## src/rtl/add16_pkg.sv

```systemverilog
// add16_pkg: shared state encoding and default geometry for the nibble-serial adder
package add16_pkg;
    typedef enum logic [1:0] {IDLE, RUN, DONE} state_t;
    localparam int NIB_W_DEF   = 4;
    localparam int NUM_NIB_DEF = 4;
    localparam int W_DEF       = NIB_W_DEF * NUM_NIB_DEF;
    localparam int IDX_W_DEF   = (NUM_NIB_DEF > 1) ? $clog2(NUM_NIB_DEF) : 1;
endpackage

```

## src/rtl/add16_nibble_seq_slice.sv

```systemverilog
// nibble_adder: combinational N-bit adder slice shared by the serial controller
module nibble_adder #(
    parameter int N = 4
) (
    input  logic [N-1:0] x,
    input  logic [N-1:0] y,
    input  logic         ci,
    output logic [N-1:0] s,
    output logic         co
);
    assign {co, s} = {1'b0, x} + {1'b0, y} + {{N{1'b0}}, ci};
endmodule

```

## src/rtl/add16_nibble_seq.sv

```systemverilog
// add16_nibble_seq: nibble-serial 16-bit adder with valid/ready in and out; ADD16_SUB_EN adds the op (subtract) port
module add16_nibble_seq
    import add16_pkg::*;
#(
    parameter int NIB_W   = NIB_W_DEF,
    parameter int NUM_NIB = NUM_NIB_DEF,
    localparam int W      = NIB_W * NUM_NIB,
    localparam int IDX_W  = (NUM_NIB > 1) ? $clog2(NUM_NIB) : 1
) (
    input  logic         clk,
    input  logic         rst_n,
    input  logic         start_valid,
    output logic         start_ready,
    input  logic [W-1:0] a,
    input  logic [W-1:0] b,
    input  logic         cin,
`ifdef ADD16_SUB_EN
    input  logic         op,
`endif
    output logic         res_valid,
    input  logic         res_ready,
    output logic [W-1:0] sum,
    output logic         cout,
    output logic         busy
);
    state_t             state, state_nx;
    logic [W-1:0]       ra, rb, sum_r;
    logic [IDX_W-1:0]   idx;
    logic               carry, cout_r;
    logic [NIB_W-1:0]   ns;
    logic               nc;
    logic [W-1:0]       b_in;
    logic               c_in;
    logic               last;
    logic               accept;
`ifdef ADD16_SUB_EN
    assign b_in = op ? ~b : b;
    assign c_in = op | cin;
`else
    assign b_in = b;
    assign c_in = cin;
`endif
    assign last   = idx == IDX_W'(NUM_NIB - 1);
    assign accept = start_valid && state == IDLE;
    nibble_adder #(.N(NIB_W)) u_slice (
        .x  (ra[idx*NIB_W +: NIB_W]),
        .y  (rb[idx*NIB_W +: NIB_W]),
        .ci (carry),
        .s  (ns),
        .co (nc)
    );
    // state register
    always_ff @(posedge clk or negedge rst_n) begin
        if (!rst_n) state <= IDLE;
        else        state <= state_nx;
    end
    // next-state decode
    always_comb begin
        state_nx = state;
        case (state)
            IDLE:    state_nx = start_valid ? RUN : IDLE;
            RUN:     state_nx = last ? DONE : RUN;
            DONE:    state_nx = res_ready ? IDLE : DONE;
            default: state_nx = IDLE;
        endcase
    end
    // operand capture on accept, then one nibble per cycle through the shared slice
    always_ff @(posedge clk or negedge rst_n) begin
        if (!rst_n) begin
            ra     <= '0;
            rb     <= '0;
            sum_r  <= '0;
            carry  <= 1'b0;
            cout_r <= 1'b0;
            idx    <= '0;
        end else if (accept) begin
            ra     <= a;
            rb     <= b_in;
            carry  <= c_in;
            sum_r  <= '0;
            cout_r <= 1'b0;
            idx    <= '0;
        end else if (state == RUN) begin
            sum_r[idx*NIB_W +: NIB_W] <= ns;
            carry  <= nc;
            idx    <= last ? idx : idx + 1'b1;
            if (last) cout_r <= nc;
        end
    end
    assign start_ready = state == IDLE;
    assign res_valid   = state == DONE;
    assign busy        = state != IDLE;
    assign sum         = sum_r;
    assign cout        = cout_r;
endmodule

```

## config.mk

```make
export PLATFORM = sky130hd
export DESIGN_NAME = add16_nibble_seq
export DESIGN_NICKNAME = d
export VERILOG_FILES = /design/src/rtl/add16_pkg.sv /design/src/rtl/add16_nibble_seq_slice.sv /design/src/rtl/add16_nibble_seq.sv
export SDC_FILE = /design/constraint.sdc
export NUM_CORES = 1
export LEC_CHECK = 0
export ABC_AREA = 1
export CAP_MARGIN = 20
export CORE_MARGIN = 3
export CORE_UTILIZATION = 49
export CTS_BUF_LIST = sky130_fd_sc_hd__clkbuf_8 sky130_fd_sc_hd__clkbuf_16
export CTS_CLUSTER_SIZE = 16
export DETAILED_ROUTE_END_ITERATION = 16
export PLACE_DENSITY = 0.77
export RECOVER_POWER = 50
export SLEW_MARGIN = 0
export SYNTH_ARGS = -nofsm -noshare
export SYNTH_HDL_FRONTEND = slang
export SYNTH_SLANG_ARGS = --single-unit
```

## constraint.sdc

```tcl
create_clock -name clk -period 3.36 [get_ports clk]
set_clock_uncertainty 0.15 [all_clocks]
set_input_delay 0.672 -clock clk [delete_from_list [all_inputs] [get_ports clk]]
set_output_delay 0.672 -clock clk [all_outputs]
set_load 0.005 [all_outputs]
```

# Word level (Yosys, flattened, before mapping)

Index checks and enable logic that the tools add are counted.

Bits in writable memories: 0
Register bits after elaboration: 54
Bits in latches: 0
Memory bits (read-only): 0
Output and inout bits: 20
Input bits: 37
Memories: 0

Add/subtract/negate cells: 4
Div/mod/pow operators: 0
$lt $le $gt $ge: 0
Equal/unequal tests: 4
Bitwise gates (word level): 0
Shift-type cells: 4
Reductions and logical operators: 7
Multipliers: 0
Muxes and demuxes: 15

Operator list:

| cell                    | number |
|---|---|
| $neg 4->34              | 1 |
| $shift 4x34->16 const A | 1 |
| $shiftx 4x34->16        | 1 |
| $mux 16                 | 2 |
| $shiftx 16x5->4         | 2 |
| $bwmux 16               | 1 |
| $mux 2                  | 5 |
| $mux 1                  | 6 |
| $pmux 2 s3              | 1 |
| $reduce_bool 2->1       | 3 |
| $add 4x4->5             | 1 |
| $add 5x1->5             | 1 |
| $eq 2x2->1 const B      | 2 |
| $reduce_and 2->1        | 2 |
| $add 2x1->2 const B     | 1 |
| $eq 2x1->1 const B      | 1 |
| $logic_not 2->1         | 1 |
| $ne 2x1->1 const B      | 1 |
| $logic_and 1x1->1       | 1 |

# Logic depth before layout (Yosys ltp)

Gate-level depths: netlist (run 1).

Word-level depth: 7
Depth in mapped cells: 12

# Modules after synthesis

A second synthesis (run 1) with hierarchy kept.

Cells, all modules: 354
Area total of the unflattened synthesis: 2758.9 µm²

Modules (own cells, without submodules):

| module           | area an instance (µm²) | sequential area each (µm²) | instances | cells each |
|---|---|---|---|---|
| add16_nibble_seq | 2608.8                 | 1351.3                     | 1         | 333 |
| nibble_adder     | 150.1                  | 0.0                        | 1         | 21 |

# Worst setup path before layout (run 1)

No wires, ideal clock.

Path kind: reg2reg
Start point: register idx[0]
End point: register sum_r[6], in the netlist sum[6]
Required time: 3134 ps
Slack: 814 ps
Data arrival time: 2319 ps
Path buffers: 2
Stages on the path, launching flop included: 13
Setup time: 76 ps
Cell sequence: dfrtp_1 > buf_2 > inv_2 > clkbuf_1 > o21ai_0 > o22ai_1 > fa_1 > fa_1 > xor2_1 > nand2_1 > nor2_1 > nand2_1 > o21ai_1

Longest elaborated chain between the ends: 7
Elaborated cells on any way between the ends: 10

Ends and longest elaborated chain:

| element                            | line                                           | source |
|---|---|---|
| start: declaration                 | add16_nibble_seq.sv:28                         | `logic [IDX_W-1:0] idx;` |
| start signal: assignment           | add16_nibble_seq.sv:86                         | `idx <= last ? idx : idx + 1'b1;` |
| $shiftx 16x5->4 (on tied branches) | add16_nibble_seq.sv:46, add16_nibble_seq.sv:47 |  |
| $add 4x4->5                        | add16_nibble_seq_slice.sv:11                   | `assign {co, s} = {1'b0, x} + {1'b0, y} + {{N{1'b0}}, ci};` |
| $add 5x1->5                        | add16_nibble_seq_slice.sv:11                   |  |
| $shiftx 4x34->16                   | add16_nibble_seq.sv:84                         | `sum_r[idx*NIB_W +: NIB_W] <= ns;` |
| $bwmux 16 (*)                      | add16_nibble_seq.sv:84                         |  |
| $mux 16 (*)                        | add16_nibble_seq.sv:83                         | `end else if (state == RUN) begin` |
| $mux 16 (*)                        | add16_nibble_seq.sv:76                         | `end else if (accept) begin` |
| end signal: indexed assignment     | add16_nibble_seq.sv:84                         |  |
| end: declaration                   | add16_nibble_seq.sv:27                         | `logic [W-1:0] ra, rb, sum_r;` |

Mark *: on every way between the ends. The rest lies on a longest branch, timed or not. The select of a mux whose other input is x is not followed.
A chain may end at the register's enable or synchronous reset.

# Worst setup path in the final report (run 1)

Same ends and word-level chain as after synthesis.

==> metrics, run 1 <==
Total Wirelength=5610 um; Core Area=4940 um2; share of the synthesized area in the top cell type=51.6%; synth cell count leaders=nand2_1, dfrtp_1, nor2_1, o21ai_0, nand3_1; FP Rows=25; Max-slew headroom=1.19%; Worst EP arrival=3.08 ns; CTS tree=built; fin. max-slew vios=0; final setup fails=0; Fmax achieved=334 MHz; required time worst endpoint=3.45 ns; R2R depth=10; Final Power=3.19 mW; Layout Cells excl Fill=443; share of the yosys chip area belonging to registers=51.6%; top cells by area, synth=dfrtp_1, nand2_1, o21ai_0; Initial Utilization=52.9%; main flop type after synthesis=dfrtp_1; # Post-CTS Setup Buffers=0; H-Tree Depth=2; routed via count=2224; Tot GR Track Use=19.2%; share of post-route cells with drive strength above 1=4.52%; DRT Pass-1 Iters=4; setup tns final=0 ns; RR Startpoint=idx[0]$_DFFE_PN0P_; Root Buffer=clkbuf_8; IR drop worst, VDD=437 uV; critical path fanouts, max=18; placer congestion estimate=0.841; Hold Path Sink=rb[10]$_DFFE_PN0P_; Max Cap Viol=0; RSZ-0062 raised after global routing=false; Tightest Pin Transition=1.48 ns; Area Overhead vs Synth=25.1%; distinct cell type count after synthesis=26; crit path capture type=flip-flop; ANT nets after route=0; Hold Vio Cnt, Final=0; # diodes=0; Clk Latency, worst-skew pair=0.31 ns; Final min period=2.99 ns; hold buffers post-CTS=0; first-pass GRT wire length=9430 um; Via density=5.02; Resize count post-CTS=0; vias in the first global route=2147; routed length per instance=12.7 um; Port Buffers=56; synth warn=0; Mapped Area=2620 um2; synthesized area per cell=8.13 um2; initial DRC count=96; critical path type=reg -> reg; Syn Nets=368; Synth async-reset ratio=100%; Largest stage delay, worst path=0.44 ns; Post-Syn Instances=322; crit path cell chain=clkbuf_1 > o21ai_0 > o22ai_1 > fa_1 > fa_1 > xor2_1 > nand2_1 > nor2_1 > nand2_1 > o21ai_1; DP HPWL=4280 um; HP Class=reg -> reg; Filler cells=452; Yosys reg bits=54; IO Count=57; fin crit share=89.1%; Leak=1.61 nW; Die H=79.1 um; clk buf depth=2; top-count cell post-synth=nand2_1; Worst setup SP type=flip-flop; CP max stage cell=fa_1; EDFF count, synth=0; reg-to-reg setup timing slack=0.37 ns; residual DRC count=0; Worst-path clk slew=0.09 ns; hold slack=0.335 ns; hold path depth=2; outcome=complete, no violations; RR Endpoint=sum[6]$_DFFE_PN0P_; DIE AREA=6250 um2; largest net degree at the start of global routing=34; GRT overflow=0; Num CTS Buffers=5; Inst Count DP=436; PwrDens=975 nW/um2; antenna violations before repair=0; Final nets=422; CTS Sinks=54; leading area contributor after synthesis=dfrtp_1; die width=79.1 um; Min-Delay Startpoint=rb[10]$_DFFE_PN0P_
worst max-delay path by stage:
| stage | end | start | depth (start not counted) | slack [ns] |
|---|---|---|---|---|
| 2_1_floorplan | sum[6]$_DFFE_PN0P_ | idx[0]$_DFFE_PN0P_ | 12 | 0.81 |
| 3_3_place_gp | sum[6]$_DFFE_PN0P_ | idx[1]$_DFFE_PN0P_ | 10 | 0.61 |
| 3_5_place_dp | sum[6]$_DFFE_PN0P_ | idx[1]$_DFFE_PN0P_ | 10 | 0.45 |
| 4_1_cts | sum[6]$_DFFE_PN0P_ | idx[1]$_DFFE_PN0P_ | 10 | 0.43 |
| 5_1_grt | sum[6]$_DFFE_PN0P_ | idx[1]$_DFFE_PN0P_ | 10 | 0.17 |
| 6_report | sum[6]$_DFFE_PN0P_ | idx[0]$_DFFE_PN0P_ | 10 | 0.37 |
cells in the final DEF (no fill, tap or decap), types with 2 or more instances in the layout:
master,instances
clkbuf_1,2
nand2_1,133
clkbuf_8,5
xor2_1,2
clkdlybuf4s50_1,54
o22ai_1,8
buf_4,2
o21ai_2,2
ha_1,7
nor2_1,25
a21oi_1,2
o21ai_1,7
dfrtp_1,54
inv_1,17
fa_1,2
nand4_1,3
o21ai_0,23
inv_2,3
nand3_1,16
area by class of cell:
cell class              count  area, um2  area share (%)
multi-input cells         236       1110            34.0
repair buffers             60        578            17.7
clock buffers               5       68.8            2.10
well taps                  67       83.8            2.56
clock inverters             2       7.51           0.229
flip-flops and latches     54       1350            41.3
inverters                  19       71.3            2.18
per-layer routing:
metal  up-vias  track usage (%)  wire (um)
li1       1131                -          -
met5         -                0          0
met2        62             31.4       2690
met1      1017             24.0       2520
met3        14             4.76        259
met4         0             8.59        144
kinds of logic (layout without fill, tap and decap cells):
family          count (synthesis)  after routing  synth area share [%]
compound gates                 44             44                  9.42
xor+xnor                        2              2                 0.670
fa+ha+maj                       9              9                  4.88
buf+inv                        32             86                  5.60
flops                          54             54                  51.7
simple gates                  181            181                  27.8
flip-flops by register name, indices dropped and copies added, names as in the netlist:
name,flops
idx,2
ra,16
cout,1
rb,16
state,2
carry,1
sum,16
metrics by stage:
step           setup slack (ns)  util (%)  area [um2]
6_report                  0.367      66.2        3270
4_1_cts                   0.428      66.5        3290
3_5_place_dp              0.454      65.0        3210
5_1_grt                   0.174      66.2        3270
3_3_place_gp              0.615      65.0        3210
2_1_floorplan             0.814         -        2620
critical path, delay by kind of cell, from the launching register on:
family,cells,cell delay [ns]
and+or+nand+nor,3,0.30
adders and majority gates,2,0.86
buffers and inverters,1,0.33
AOI/OAI and AO/OA,3,0.53
xor gates and xnor gates,1,0.31
DFF,1,0.42
where the power goes:
group | leakage [nW] | switching (mW) | internal [mW] | total (mW)
Clock | 0.0466 | 0.199 | 0.138 | 0.337
Sequential | 0.694 | 0.184 | 0.927 | 1.11
Combinational | 0.874 | 1.06 | 0.684 | 1.74
Total | 1.61 | 1.44 | 1.75 | 3.19
(Power assumes the default switching activity.)
==> run 2: changes to the inputs <==
--- a/config.mk
+++ b/config.mk
@@ -12,7 +12,7 @@
 export CTS_BUF_LIST = sky130_fd_sc_hd__clkbuf_8 sky130_fd_sc_hd__clkbuf_16
 export CTS_CLUSTER_SIZE = 16
 export DETAILED_ROUTE_END_ITERATION = 16
-export PLACE_DENSITY = 0.77
+export PLACE_DENSITY = 0.76
 export RECOVER_POWER = 50
 export SLEW_MARGIN = 0
 export SYNTH_ARGS = -nofsm -noshare
==> run 2 against run 1 <==
Register-to-register slack about the same. Count of clock-buffer cells in the layout up 1. Largest cell class unchanged. Non-clock buffer count down 1. Core utilization up 0.10 points. Routed wire length about the same. Total power up 1.1%. Sequential cell count unchanged. Maximum frequency about the same. Sequential share of layout area down 0.063 points. Clock power up 4%.
==> metrics, run 2 (synthesis results as in run 1) <==
Max-slew headroom=15.4%; Area Overhead vs Synth=25.3%; sw frac=45.5%; Hold Vio Cnt, Final=0; Layout Cells excl Fill=441; antenna violations before repair=0; Final Power=3.23 mW; routed length per instance=12.7 um; critical path fanouts, max=20; Worst setup SP type=flip-flop; GRT overflow=0; routed via count=2206; DRT Pass-1 Iters=4; Tot GR Track Use=19.3%; hold slack=0.332 ns; Core Area=4940 um2; Port Buffers=56; Fmax achieved=334 MHz; internal power=1.76 mW; die width=79.1 um; Reg power frac=34.3%; DIE AREA=6250 um2; Clk Latency, worst-skew pair=0.31 ns; Root Buffer=clkbuf_8; placed cell area=3200 um2; CTS tree=built; ANT nets after route=0; # Post-CTS Setup Buffers=0; setup tns final=0 ns; first-pass GRT wire length=9610 um; Place WS=0.517 ns; Num CTS Buffers=5; Initial Utilization=52.9%; final instance area=3280 um2; fin. max-slew vios=0; crit path capture type=flip-flop; Worst EP arrival=3.08 ns; Resize count post-CTS=0; DP HPWL=4130 um; initial DRC count=142; Final nets=421; Worst-path clk slew=0.09 ns; share of post-route cells with drive strength above 1=5.35%; CTS Sinks=54; most common cell after layout, fill and taps aside=nand2_1; Final min period=2.99 ns; RSZ-0062 raised after global routing=false; residual DRC count=0; FP Rows=25; Die H=79.1 um; Combinational Power Share=54.8%; Inst Count DP=435; Total Wirelength=5610 um; outcome=complete, no violations; Max Cap Viol=0; HP Class=reg -> reg; final setup fails=0; Layout Utilization=66.3%; Tightest Pin Transition=1.27 ns; highest-count cells in the layout ignoring fill and taps=nand2_1, dfrtp_1, clkdlybuf4s50_1; switching pwr=1.47 mW; clk buf depth=2; required time worst endpoint=3.44 ns; IR drop worst, VDD=443 uV; final setup margin=0.365 ns; Leak=1.64 nW; PwrDens=984 nW/um2; fin crit share=89.1%; IO Count=57; largest net degree at the start of global routing=34; Clock Power Share=10.9%; critical path type=reg -> reg; # diodes=0; vias in the first global route=2131; placer congestion estimate=0.834; hold buffers post-CTS=0; H-Tree Depth=2; Via density=5.00
run 2: cell types whose count changed in the layout (fill, tap and decap cells not counted), sizes merged:
cell           change
clkdlybuf4s50      -8
dlygate4sd3        +8
inv                -2
buf                -1
clkbuf             +1
run 2: layout make-up:
class	instances	area, um2
clock buffer	6	82.6
tap	67	83.8
inverter	19	71.3
sequential	54	1350
timing repair buffer	59	571
multi-input combinational	236	1120
fill	470	1660
run 2: final timing paths:
kind	to	startpoint	cells past startpoint	slack (ns)
worst min-delay path	rb[10]$_DFFE_PN0P_	rb[10]$_DFFE_PN0P_	2	0.33
worst min register to register	rb[10]$_DFFE_PN0P_	rb[10]$_DFFE_PN0P_	2	0.33
worst max register to register	sum[6]$_DFFE_PN0P_	idx[0]$_DFFE_PN0P_	10	0.37
max in group asynchronous	ra[6]$_DFFE_PN0P_	rst_n	2	1.25
min in group asynchronous	sum[2]$_DFFE_PN0P_	rst_n	1	0.45
worst max-delay path	sum[6]$_DFFE_PN0P_	idx[0]$_DFFE_PN0P_	10	0.37
run 2: critical path, cell delays in order, from the launching register on:
cell	delay [ns]
dfrtp_1	0.40
clkbuf_1	0.38
o21ai_0	0.32
o22ai_1	0.12
fa_1	0.42
fa_1	0.43
xor2_1	0.30
nand2_1	0.08
nor2_1	0.13
nand2_1	0.06
o21ai_1	0.11
run 2: power groups by stage:
stage	Clock [mW]	Combinational (mW)	Sequential, mW
after CTS	0.363	1.78	1.10
final	0.352	1.77	1.11
after floorplan	0	1.25	1.07
after global placement	0	1.71	1.11
after detailed placement	0	1.77	1.11
after global routing	0.385	2.00	1.14
run 2: layer usage:
metal  up-vias  wire length [um]  GRT usage [%]
met5         -                 0              0
met4         0                71           6.01
met3         9               253           3.97
met2        50              2670           32.0
met1      1019              2620           25.5
li1       1128                 -              -
==> run 3: changes to the inputs <==
--- a/config.mk
+++ b/config.mk
@@ -5,7 +5,6 @@
 export SDC_FILE = /design/constraint.sdc
 export NUM_CORES = 1
 export LEC_CHECK = 0
-export ABC_AREA = 1
 export CAP_MARGIN = 20
 export CORE_MARGIN = 3
 export CORE_UTILIZATION = 49
@@ -14,6 +13,7 @@
 export DETAILED_ROUTE_END_ITERATION = 16
 export PLACE_DENSITY = 0.76
 export RECOVER_POWER = 50
+export REMOVE_ABC_BUFFERS = 1
 export SLEW_MARGIN = 0
 export SYNTH_ARGS = -nofsm -noshare
 export SYNTH_HDL_FRONTEND = slang
==> run 3 against run 2 <==
Sequential cell count stayed put. Routed wire length fell by 12%. Cell count shrank 14%. Count of clock-buffer cells in the layout unchanged. Largest cell class unchanged.
==> metrics, run 3 <==
clk buf depth=2; synthesized area per cell=9.94 um2; leading area contributor after synthesis=dfrtp_1; Core Area=4850 um2; ANT nets after route=0; hold buffers post-CTS=0; placed cell area=3140 um2; Leak=1.54 nW; DP HPWL=3720 um; Fmax achieved=346 MHz; reg-to-reg setup timing slack=0.47 ns; Max Cap Viol=0; DIE AREA=6070 um2; placer congestion estimate=0.851; die width=77.9 um; H-Tree Depth=2; Initial Utilization=52.3%; required time worst endpoint=3.32 ns; Worst-path clk slew=0.09 ns; crit path capture type=flip-flop; largest net degree at the start of global routing=38; outcome=complete, no violations; top cells by area, synth=dfrtp_1, nand2_1, mux4_2; initial DRC count=91; Tightest Pin Transition=1.43 ns; Clk Latency, worst-skew pair=0.29 ns; distinct cell type count after synthesis=29; RR Endpoint=cout$_DFFE_PN0P_; vias in the first global route=1917; highest-count cells in the layout ignoring fill and taps=nand2_1, dfrtp_1, clkdlybuf4s50_1; Die H=77.9 um; PwrDens=901 nW/um2; HP Class=reg -> reg; top-count cell post-synth=nand2_1; R2R depth=6; Root Buffer=clkbuf_8; fin. max-slew vios=0; Worst setup SP type=flip-flop; antenna violations before repair=0; Synth async-reset ratio=100%; EDFF count, synth=0; Area Overhead vs Synth=27.0%; Post-Syn Instances=255; Final nets=356; IO Count=57; Port Buffers=56; share of the synthesized area in the top cell type=53.3%; Yosys reg bits=54; synth cell count leaders=nand2_1, dfrtp_1, o31ai_1; Max-slew headroom=4.54%; share of post-route cells with drive strength above 1=5.79%; critical path fanouts, max=9; critical path startpoint=idx[0]$_DFFE_PN0P_; final instance area=3220 um2; share of the yosys chip area belonging to registers=53.3%; Worst EP arrival=2.85 ns; main flop type after synthesis=dfrtp_1; RR Startpoint=idx[0]$_DFFE_PN0P_; synth warn=0; Final min period=2.89 ns; Total Wirelength=4940 um; Critical Path Sink=cout$_DFFE_PN0P_; FP Rows=25; critical path type=reg -> reg; final setup fails=0; Num CTS Buffers=5; Hold Vio Cnt, Final=0; fin crit share=86.0%; routed length per instance=13.1 um; Via density=5.05; routed via count=1909; # diodes=0; Tot GR Track Use=17.0%; # Post-CTS Setup Buffers=0; CTS tree=built; Mapped Area=2530 um2; Resize count post-CTS=0; most common cell after layout, fill and taps aside=nand2_1; CTS Sinks=54; first-pass GRT wire length=8400 um; DRT Pass-1 Iters=4; GRT overflow=0; setup tns final=0 ns; RSZ-0062 raised after global routing=false; residual DRC count=0; IR drop worst, VDD=463 uV
## run 3: cell types whose count changed after synthesis, sizes merged, moves of 3 or more
cell	delta
nor2	-19
mux4	+8
o22ai	-8
a21o	+6
a22o	+5
o21ai	-29
nor2b	+3
nand3	-14
o31ai	+8
nand2	-18
nand2b	+3
nand4	-3
inv	-15
## run 3: cell families after synthesis
family | synth area share (%)
AOI/OAI and AO/OA | 8.98
muxes | 7.26
buffers and inverters | 3.11
adders and majority gates | 5.03
and+or+nand+nor | 21.3
xor gates and xnor gates | 1.04
DFF | 53.3
## run 3: metal layers
| metal | track usage [%] | share of wire, % | up-vias |
|---|---|---|---|
| li1 | - | - | 958 |
| met2 | 29.2 | 50 | 53 |
| met5 | 0 | 0 | - |
| met1 | 22.3 | 45 | 892 |
| met4 | 4.02 | 0.91 | 0 |
| met3 | 3.25 | 4.6 | 6 |
## run 3: area by class of cell
| cell class | count | area, um2 |
|---|---|---|
| timing repair buffer | 60 | 578 |
| clock buffer | 6 | 82.6 |
| inverter | 3 | 11.3 |
| multi-input combinational | 186 | 1100 |
| tap | 67 | 83.8 |
| sequential | 54 | 1350 |
| fill | 404 | 1630 |
| clock inverter | 2 | 8.76 |
## run 3: critical path, stage by stage (launching register included)
cell      delay, ns
dfrtp_1        0.60
mux4_2         0.58
fa_1           0.44
fa_1           0.42
a21o_1         0.19
a21oi_1        0.21
a311oi_1       0.12
## run 3: worst min path at each step
stage | startpoint | endpoint | slack (ns) | cells after the start
6_report | ra[1]$_DFFE_PN0P_ | ra[1]$_DFFE_PN0P_ | 0.33 | 2
5_1_grt | rb[9]$_DFFE_PN0P_ | rb[9]$_DFFE_PN0P_ | 0.36 | 2
4_1_cts | rst_n | rb[1]$_DFFE_PN0P_ | 0.15 | 1
3_5_place_dp | rb[13]$_DFFE_PN0P_ | rb[13]$_DFFE_PN0P_ | 0.31 | 2
3_3_place_gp | ra[2]$_DFFE_PN0P_ | ra[2]$_DFFE_PN0P_ | 0.30 | 2
2_1_floorplan | rst_n | carry$_DFFE_PN0P_ | 0.23 | 0
## run 3: per-stage QoR
stage | total power, mW | hold WS, ns | setup slack [ns] | util, % | std cells
4_1_cts | 2.92 | 0.147 | 0.476 | 66.6 | 378
2_1_floorplan | 2.06 | 0.226 | 0.500 | - | 243
3_3_place_gp | 2.51 | 0.305 | 0.569 | 64.7 | 370
6_report | 2.90 | 0.325 | 0.471 | 66.4 | 378
5_1_grt | 3.14 | 0.356 | 0.366 | 66.4 | 378
3_5_place_dp | 2.56 | 0.309 | 0.499 | 64.7 | 370
## run 3: where the power goes
| group | switching [mW] | internal (mW) | leakage [nW] |
|---|---|---|---|
| Combinational | 0.788 | 0.668 | 0.794 |
| Clock | 0.194 | 0.164 | 0.0524 |
| Sequential | 0.183 | 0.904 | 0.695 |
| Total | 1.17 | 1.73 | 1.54 |
